`config.mk`:
```
export PLATFORM = sky130hd
export DESIGN_NAME = mem_arbiter_rr
export DESIGN_NICKNAME = d
export VERILOG_FILES = /design/src/rtl/mem_arbiter_rr.sv
export SDC_FILE = /design/constraint.sdc
export NUM_CORES = 1
export LEC_CHECK = 0
export CAP_MARGIN = 20
export CORE_AREA = 2 2 104 106
export DETAILED_ROUTE_END_ITERATION = 6
export DIE_AREA = 0 0 106 108
export GPL_TIMING_DRIVEN = 0
export PLACE_DENSITY = 0.73
export SETUP_SLACK_MARGIN = 0.05
export SYNTH_ARGS = -nofsm -noshare
export SYNTH_HDL_FRONTEND = slang
export SYNTH_SLANG_ARGS = --single-unit
```
`constraint.sdc`:
```
create_clock -name clkSYS -period 2.3 [get_ports clkSYS]
set_input_delay 0.46 -clock clkSYS [delete_from_list [all_inputs] [get_ports clkSYS]]
set_output_delay 0.46 -clock clkSYS [all_outputs]
set_load 0.005 [all_outputs]
```
`src/rtl/mem_arbiter_rr.sv`:
```
// N-client SDRAM request arbiter: round-robin or fixed priority, per-client enable mask,
// locked write bursts of BURST words, and ID-routed read data return.
module mem_arbiter_rr #(
    parameter int AN    = 24,
    parameter int DN    = 16,
    parameter int N     = 4,
    parameter int IDN   = 2,
    parameter int BURST = 8,
    parameter int RR    = 1
) (
    input  logic            clkSYS,
    input  logic            reset,
    input  logic [N-1:0]    en,
    input  logic [N-1:0]    req,
    input  logic [N-1:0]    wr,
    input  logic [N*AN-1:0] addr,
    input  logic [N*DN-1:0] data,
    output logic [N-1:0]    ack,
    output logic [N-1:0]    rvalid,
    output logic [DN-1:0]   rdata,
    output logic            mem_req,
    output logic            mem_wr,
    output logic [AN-1:0]   mem_addr,
    output logic [DN-1:0]   mem_data,
    output logic [IDN-1:0]  mem_id,
    input  logic            mem_ack,
    input  logic            mem_valid,
    input  logic [DN-1:0]   mem_rdata,
    input  logic [IDN-1:0]  mem_rid,
    output logic            busy,
    output logic [IDN-1:0]  grant
);

    localparam int CW = $clog2(BURST + 1);

    typedef enum logic [1:0] {
        IDLE  = 2'd0,
        READ  = 2'd1,
        WRITE = 2'd2
    } state_t;

    state_t           state_r;
    logic [IDN-1:0]   ptr_r;
    logic [CW-1:0]    cnt_r;
    logic [N-1:0]     cand_s;
    logic             found_s;
    logic [IDN-1:0]   win_s;
    logic [IDN:0]     idx_s;
    logic             beat_s;

    assign cand_s = req & en;
    assign busy   = (state_r != IDLE);
    // A beat only counts when the granted client is actually presenting a request.
    assign beat_s = req[grant] & mem_ack;

    // Winner search: scan from ptr+1 with wrap in round-robin mode, from 0 otherwise.
    always_comb begin
        found_s = 1'b0;
        win_s   = '0;
        idx_s   = '0;
        for (int k = 1; k <= N; k++) begin
            if (RR != 0) begin
                idx_s = {1'b0, ptr_r} + (IDN+1)'(k);
            end else begin
                idx_s = (IDN+1)'(k - 1);
            end
            if (idx_s >= (IDN+1)'(N)) begin
                idx_s = idx_s - (IDN+1)'(N);
            end else begin
                idx_s = idx_s;
            end
            if (!found_s && cand_s[idx_s[IDN-1:0]]) begin
                found_s = 1'b1;
                win_s   = idx_s[IDN-1:0];
            end else begin
                found_s = found_s;
            end
        end
    end

    // Arbitration FSM: grant latch, round-robin pointer and write-burst beat counter.
    always_ff @(posedge clkSYS or posedge reset) begin
        if (reset) begin
            state_r <= IDLE;
            grant   <= '0;
            ptr_r   <= IDN'(N - 1);
            cnt_r   <= '0;
        end else begin
            case (state_r)
                IDLE: begin
                    if (found_s) begin
                        grant   <= win_s;
                        ptr_r   <= win_s;
                        cnt_r   <= '0;
                        state_r <= wr[win_s] ? WRITE : READ;
                    end else begin
                        state_r <= IDLE;
                    end
                end
                READ: begin
                    if (beat_s) begin
                        state_r <= IDLE;
                    end else begin
                        state_r <= READ;
                    end
                end
                WRITE: begin
                    if (beat_s) begin
                        if (cnt_r == CW'(BURST - 1)) begin
                            state_r <= IDLE;
                            cnt_r   <= '0;
                        end else begin
                            cnt_r   <= cnt_r + CW'(1);
                        end
                    end else begin
                        cnt_r <= cnt_r;
                    end
                end
                default: begin
                    state_r <= IDLE;
                    cnt_r   <= '0;
                end
            endcase
        end
    end

    // Request datapath: mux the granted client onto the sdram port while a grant is held.
    always_comb begin
        mem_req  = 1'b0;
        mem_wr   = 1'b0;
        mem_addr = '0;
        mem_data = '0;
        mem_id   = '0;
        ack      = '0;
        if (state_r != IDLE) begin
            mem_req    = req[grant];
            mem_wr     = wr[grant];
            mem_addr   = addr[int'(grant)*AN +: AN];
            mem_data   = data[int'(grant)*DN +: DN];
            mem_id     = grant;
            ack[grant] = beat_s;
        end else begin
            ack = '0;
        end
    end

    // Read return: decode the returned ID; silenced while reset is asserted.
    always_comb begin
        rvalid = '0;
        for (int i = 0; i < N; i++) begin
            rvalid[i] = mem_valid && (mem_rid == IDN'(i)) && !reset;
        end
        if (reset) begin
            rdata = '0;
        end else begin
            rdata = mem_rdata;
        end
    end

endmodule

```
### After elaboration in Yosys (flattened, before gate mapping)

Index checks and enable logic that the tools add are counted.

| storage, ports and cells | value |
|---|---|
| register bits after elaboration | 10 |
| input port bits | 194 |
| output and inout port bits | 71 |
| word-level logic and storage cells | 107 |

| cells by class | value |
|---|---|
| add/subtract/negate cells | 9 |
| $mul | 1 |
| magnitude comparators | 11 |
| equal/unequal tests | 9 |
| shift-type cells | 2 |
| multiplexer cells | 45 |
| bitwise operators | 4 |
| reductions and logical operators | 22 |

Operators by type and width:

| cell | number |
|---|---|
| $shiftx A96 B8 Y24 | 1 |
| $shiftx A64 B7 Y16 | 1 |
| $mux W16 | 2 |
| $mux W2 | 13 |
| $mux W24 | 1 |
| $lt A2 B3 Y1 const B | 6 |
| $mux W4 | 4 |
| $mux W1 | 15 |
| $bmux W1 S2 | 7 |
| $ge A3 B3 Y1 const B | 4 |
| $logic_and A1 B1 Y1 | 12 |
| $pmux W4 S3 | 1 |
| $and A4 B4 Y4 | 2 |
| $sub A2 B1 Y2 const B | 4 |
| $add A2 B2 Y3 const B | 2 |
| $eq A2 B2 Y1 const B | 3 |
| $ne A2 B2 Y1 const B | 3 |
| $pmux W2 S3 | 1 |
| $add A4 B1 Y4 const B | 1 |
| $eq A2 B1 Y1 const B | 2 |
| $eq A4 B3 Y1 const B | 1 |
| $logic_not A1 Y1 | 4 |
| $logic_not A2 Y1 | 2 |
| $mul A2 B2 Y4 const B | 1 |
| other kinds (9) | 10 |

### Depth between registers and ports, before layout

| depth | value |
|---|---|
| word-level depth | 20 |
| gate-level depth with buffers | 5 |
| depth with buffers taken out | 5 |

### Worst setup path after synthesis

Ideal clock, no wire load.

| path | value |
|---|---|
| path type | reg2out |
| start point | reg grant[0] |
| end point | out mem_addr[0] |
| data arrival time | 1.587 ns |
| required time | 1.840 ns |
| path slack | 0.253 ns |
| stages on the path, launching flop included | 5 |
| buffers on the path | 2 |
| path through | dfrtp_1 buf_2 buf_4 mux4_2 and2_1 |

| between the ends | value |
|---|---|
| longest elaborated chain between the ends | 3 |

RTL lines:

| item | RTL line | text |
|---|---|---|
| start: declaration | 31 | `output logic [IDN-1:0] grant` |
| start signal: assignment | 92 | `grant <= win_s;` |
| $mul A2 B2 Y4 | 138 | `mem_addr = addr[int'(grant)*AN +: AN];` |
| $shiftx A96 B8 Y24 | 138 |  |
| $mux W24 | 135 | `if (state_r != IDLE) begin` |
| end: declaration | 23 | `output logic [AN-1:0] mem_addr,` |

Every way passes these cells.

### Final worst setup path

| path | value |
|---|---|
| start point | reg grant[0] |
| end point | out ack[3] |

| between the ends | value |
|---|---|
| longest elaborated chain between the ends | 6 |
| elaborated cells between the ends (all ways) | 10 |
| those cells by class | 2 x order compare; 5 x mux; 2 x bitwise; 1 x reduce/logical |

RTL lines:

| item | RTL line | text |
|---|---|---|
| $lt A2 B3 Y1 (not written as such) / $ge A2 B1 Y1 (equally long branches) | 141 | `ack[grant] = beat_s;` |
| $logic_and A1 B1 Y1 (not written as such) | 141 |  |
| $mux W1 (not written as such) | 141 |  |
| $demux W1 S2 | 141 |  |
| $and A4 B4 Y4 (no source line) * | n/a |  |
| $mux W4 * | 135 |  |
| end: declaration | 18 | `output logic [N-1:0] ack,` |

Every way passes the cells marked *; elsewhere a longest branch is shown, timed or not. The select of a mux whose other input is x is not followed.

==> flow_summary.yaml <==
outcome:
  outcome: "finished, final reports clean"
worst_setup_path:
  crit_type: "reg2out"
  cp-start-kind: "flip-flop"
  cp.arrival_ns: 1.83
  path_max_fanout: 4
  crit_start: "grant[0]"
  cp_cell_sequence: "buf_6 > mux4_2 > and3_4 > and3_4 > buf_6"
  r2r_cells: 7
  crit_required_ns: 1.84
  setup.worst_path.end_class: "output port"
  slowest_stage: "mux4_2"
  timing.rr.start: "grant[0]"
  critPathMaxStageDelay_ns: 0.52
clocking:
  cts_buffers: 3
  h-tree-depth: 1
  clock_latency_ns: 0.24
  cts_tree: "built"
  clockRootBuffer: "clkbuf_8"
  cts_buffer_depth: 2
  hold_buffers: 0
  path_clk_slew_ns: 0.05
  clock_sinks: 10
power:
  power.density_mw_per_mm2: 811
  power_mw: 4.32
  ir_drop_mv: 0.352
  power_leakage_nw: 2.14
cells_and_area:
  finalNonFillerCells: 629
  syn2layout_area_growth_pct: 150
  fin_nets: 689
  drive_gt1_frac: 0.331
  antenna_cells: 0
placement:
  portBuffers: 264
  pre_cts_ws_ns: -0.557
  post-dp-hpwl_um: 9810
  gp_congestion: 0.761
  dp_cells: 603
floorplanning:
  num_io_pins: 265
  core_mm2: 0.0102
  num_rows: 37
  die_h_um: 108
  initial_core_util: 0.209
  die_w_um: 106
  die_area_mm2: 0.0114
detailed_routing:
  num_vias: 2936
  wl_per_cell_um: 19.0
  drtAntennaViolNets: 0
  vias_per_cell: 4.67
  wl_um: 12000
  drtIter0Drc: 115
  drc_errors: 0
  drt_first_pass_iters: 4
sta:
  finalSetupViolations: 0
  slew_violations: 0
  finalCritPeriodShare: 0.994
  clock_skew_ns: 0.0106
  worst_slew_pin_slew_ns: 0.400
  slew_headroom: 0.730
  fin_hold_ws_ns: 0.517
  hold_violations: 0
  fmax_mhz: 437
  rsz0062_at_grt: "true"
  finalCriticalPeriod_ns: 2.29
  setup_slack_ns: 0.0135
synthesis:
  synth_area_mm2: 0.00214
  ys_seq_elements: 10
  syn_area_per_cell_um2: 10.5
  syn-num-nets: 398
  ys_types: 39
  async_flop_share: 1.00
  synth_edf_count: 0
  syn_inst: 203
  ys.flop_type: "dfrtp_1"
  yosysWarnings: 0
  ys_seq_area_frac: 0.118
grt:
  grt_pass1_vias: 3114
  grt_pass1_wl_um: 17500
  grtUsageTotal: 0.197
  met2_usage: 0.366
  grt_max_degree: 11
  gr-total-overflow: 0
  grt-busiest-layer: "met2"
  met1_usage: 0.238
  met3_usage: 0.0422
  antenna_found_initial: 0
min_path:
  holdCritStartpoint: "cnt_r[1]"
  hold_depth: 2
  min_path_type: "reg2reg"
flow_run:
  max_cap_violations: 0
## metal layers
metal	share of wire	up-vias
li1	-	1370
met1	0.39	1410
met2	0.53	146
met3	0.074	10
met4	0.0085	0
met5	0	-
## per-stage QoR
step | cell area [um^2] | utilization | TNS, ns
3_5_place_dp | 4950 | 0.484 | -19.20
3_3_place_gp | 4950 | 0.484 | -18.71
6_report | 5330 | 0.521 | 0
5_1_grt | 5330 | 0.521 | -0.265
4_1_cts | 5420 | 0.530 | -0.865
2_1_floorplan | 2140 | - | 0
## flip-flops by register name (all words and copies together) (netlist names)
| name | flops |
|---|---|
| grant | 2 |
| cnt_r | 4 |
| ptr_r | 2 |
| state_r | 2 |
## synth_stat cells (2+ instances only)
library cell  count  area [um^2]
a21o_1            2         15.0
a22o_1            2         17.5
a22oi_1           3         22.5
and2_1           47          294
and3_1            4         25.0
buf_1             4         15.0
buf_2             2         10.0
buf_4             3         22.5
clkbuf_1          7         26.3
dfrtp_1           8          200
dfstp_2           2         52.6
inv_1             2         7.51
mux4_2           42          946
nand2_1          13         48.8
nand2b_1          2         12.5
nand3_1           3         15.0
nand3b_1          4         30.0
nand4_1           2         12.5
nor2_1            3         11.3
nor2b_1          18          113
nor3b_1           3         22.5
o211ai_1          3         22.5
o21a_1            2         15.0
o21ai_0           5         25.0
o21ai_1           2         10.0
o221ai_1          2         17.5
## final timing paths
kind,to,slack [ns]
worst min-delay path,cnt_r[1],0.52
worst max register to register,cnt_r[0],0.26
max in group asynchronous,ptr_r[1],1.30
worst min register to register,cnt_r[1],0.52
worst max-delay path,ack[3],0.01
min in group asynchronous,cnt_r[3],0.68
## final cells by class
type                            instances  area, um^2
Buffer                                 14         146
Fill cell                             946        4900
Sequential cell                        10         255
Clock buffer                            4        55.1
Timing Repair Buffer                  288        2810
Inverter                                2        7.51
Tap cell                              136         170
Multi-Input combinational cell        175        1880
## report_power, final
part | switching, mW | leakage, nW | internal (mW)
registers | 0.0866 | 0.109 | 0.252
clock network | 0.0749 | 0.0288 | 0.151
logic | 1.26 | 2.01 | 2.49
## logic make-up after synthesis
logic type | count (synthesis) | share of synthesized area
adder cells (fa/ha/maj) | 1 | 0.00586
AO/OA/AOI/OAI | 26 | 0.0961
flip-flops | 10 | 0.118
buffers and inverters | 18 | 0.0381
AND/OR/NAND/NOR | 105 | 0.294
multiplexers | 43 | 0.448
## critical path, delay by kind of cell (launching register included)
family	cells	cell delay [ns]
buffers and inverters	2	0.23
flip-flops	1	0.43
multiplexers	1	0.52
AND/OR/NAND/NOR	2	0.40
## timing repair
action                     in CTS  in global routing
cloned                          4                  0
pin swaps                      33                  4
setup buffers                  23                  2
gates resized for setup       269                 26
hold endpoints to repair        0                  0
setup endpoints to repair      62                 51
## cell usage in the layout, fill, tap and decap left out, types with 3 or more instances in the layout
cell type / count
nor2b_1: 17
buf_12: 7
nor3b_1: 3
a22oi_1: 3
buf_4: 7
nand2_1: 11
o21ai_0: 5
and2_1: 28
clkbuf_8: 5
clkbuf_2: 5
o211ai_1: 3
dlygate4sd2_1: 6
nand3b_1: 4
nand3_1: 3
dfrtp_1: 6
and2_4: 19
clkdlybuf4s50_1: 210
buf_6: 33
buf_2: 27
mux4_2: 42
Note: power is estimated with default switching activity, not from simulation.
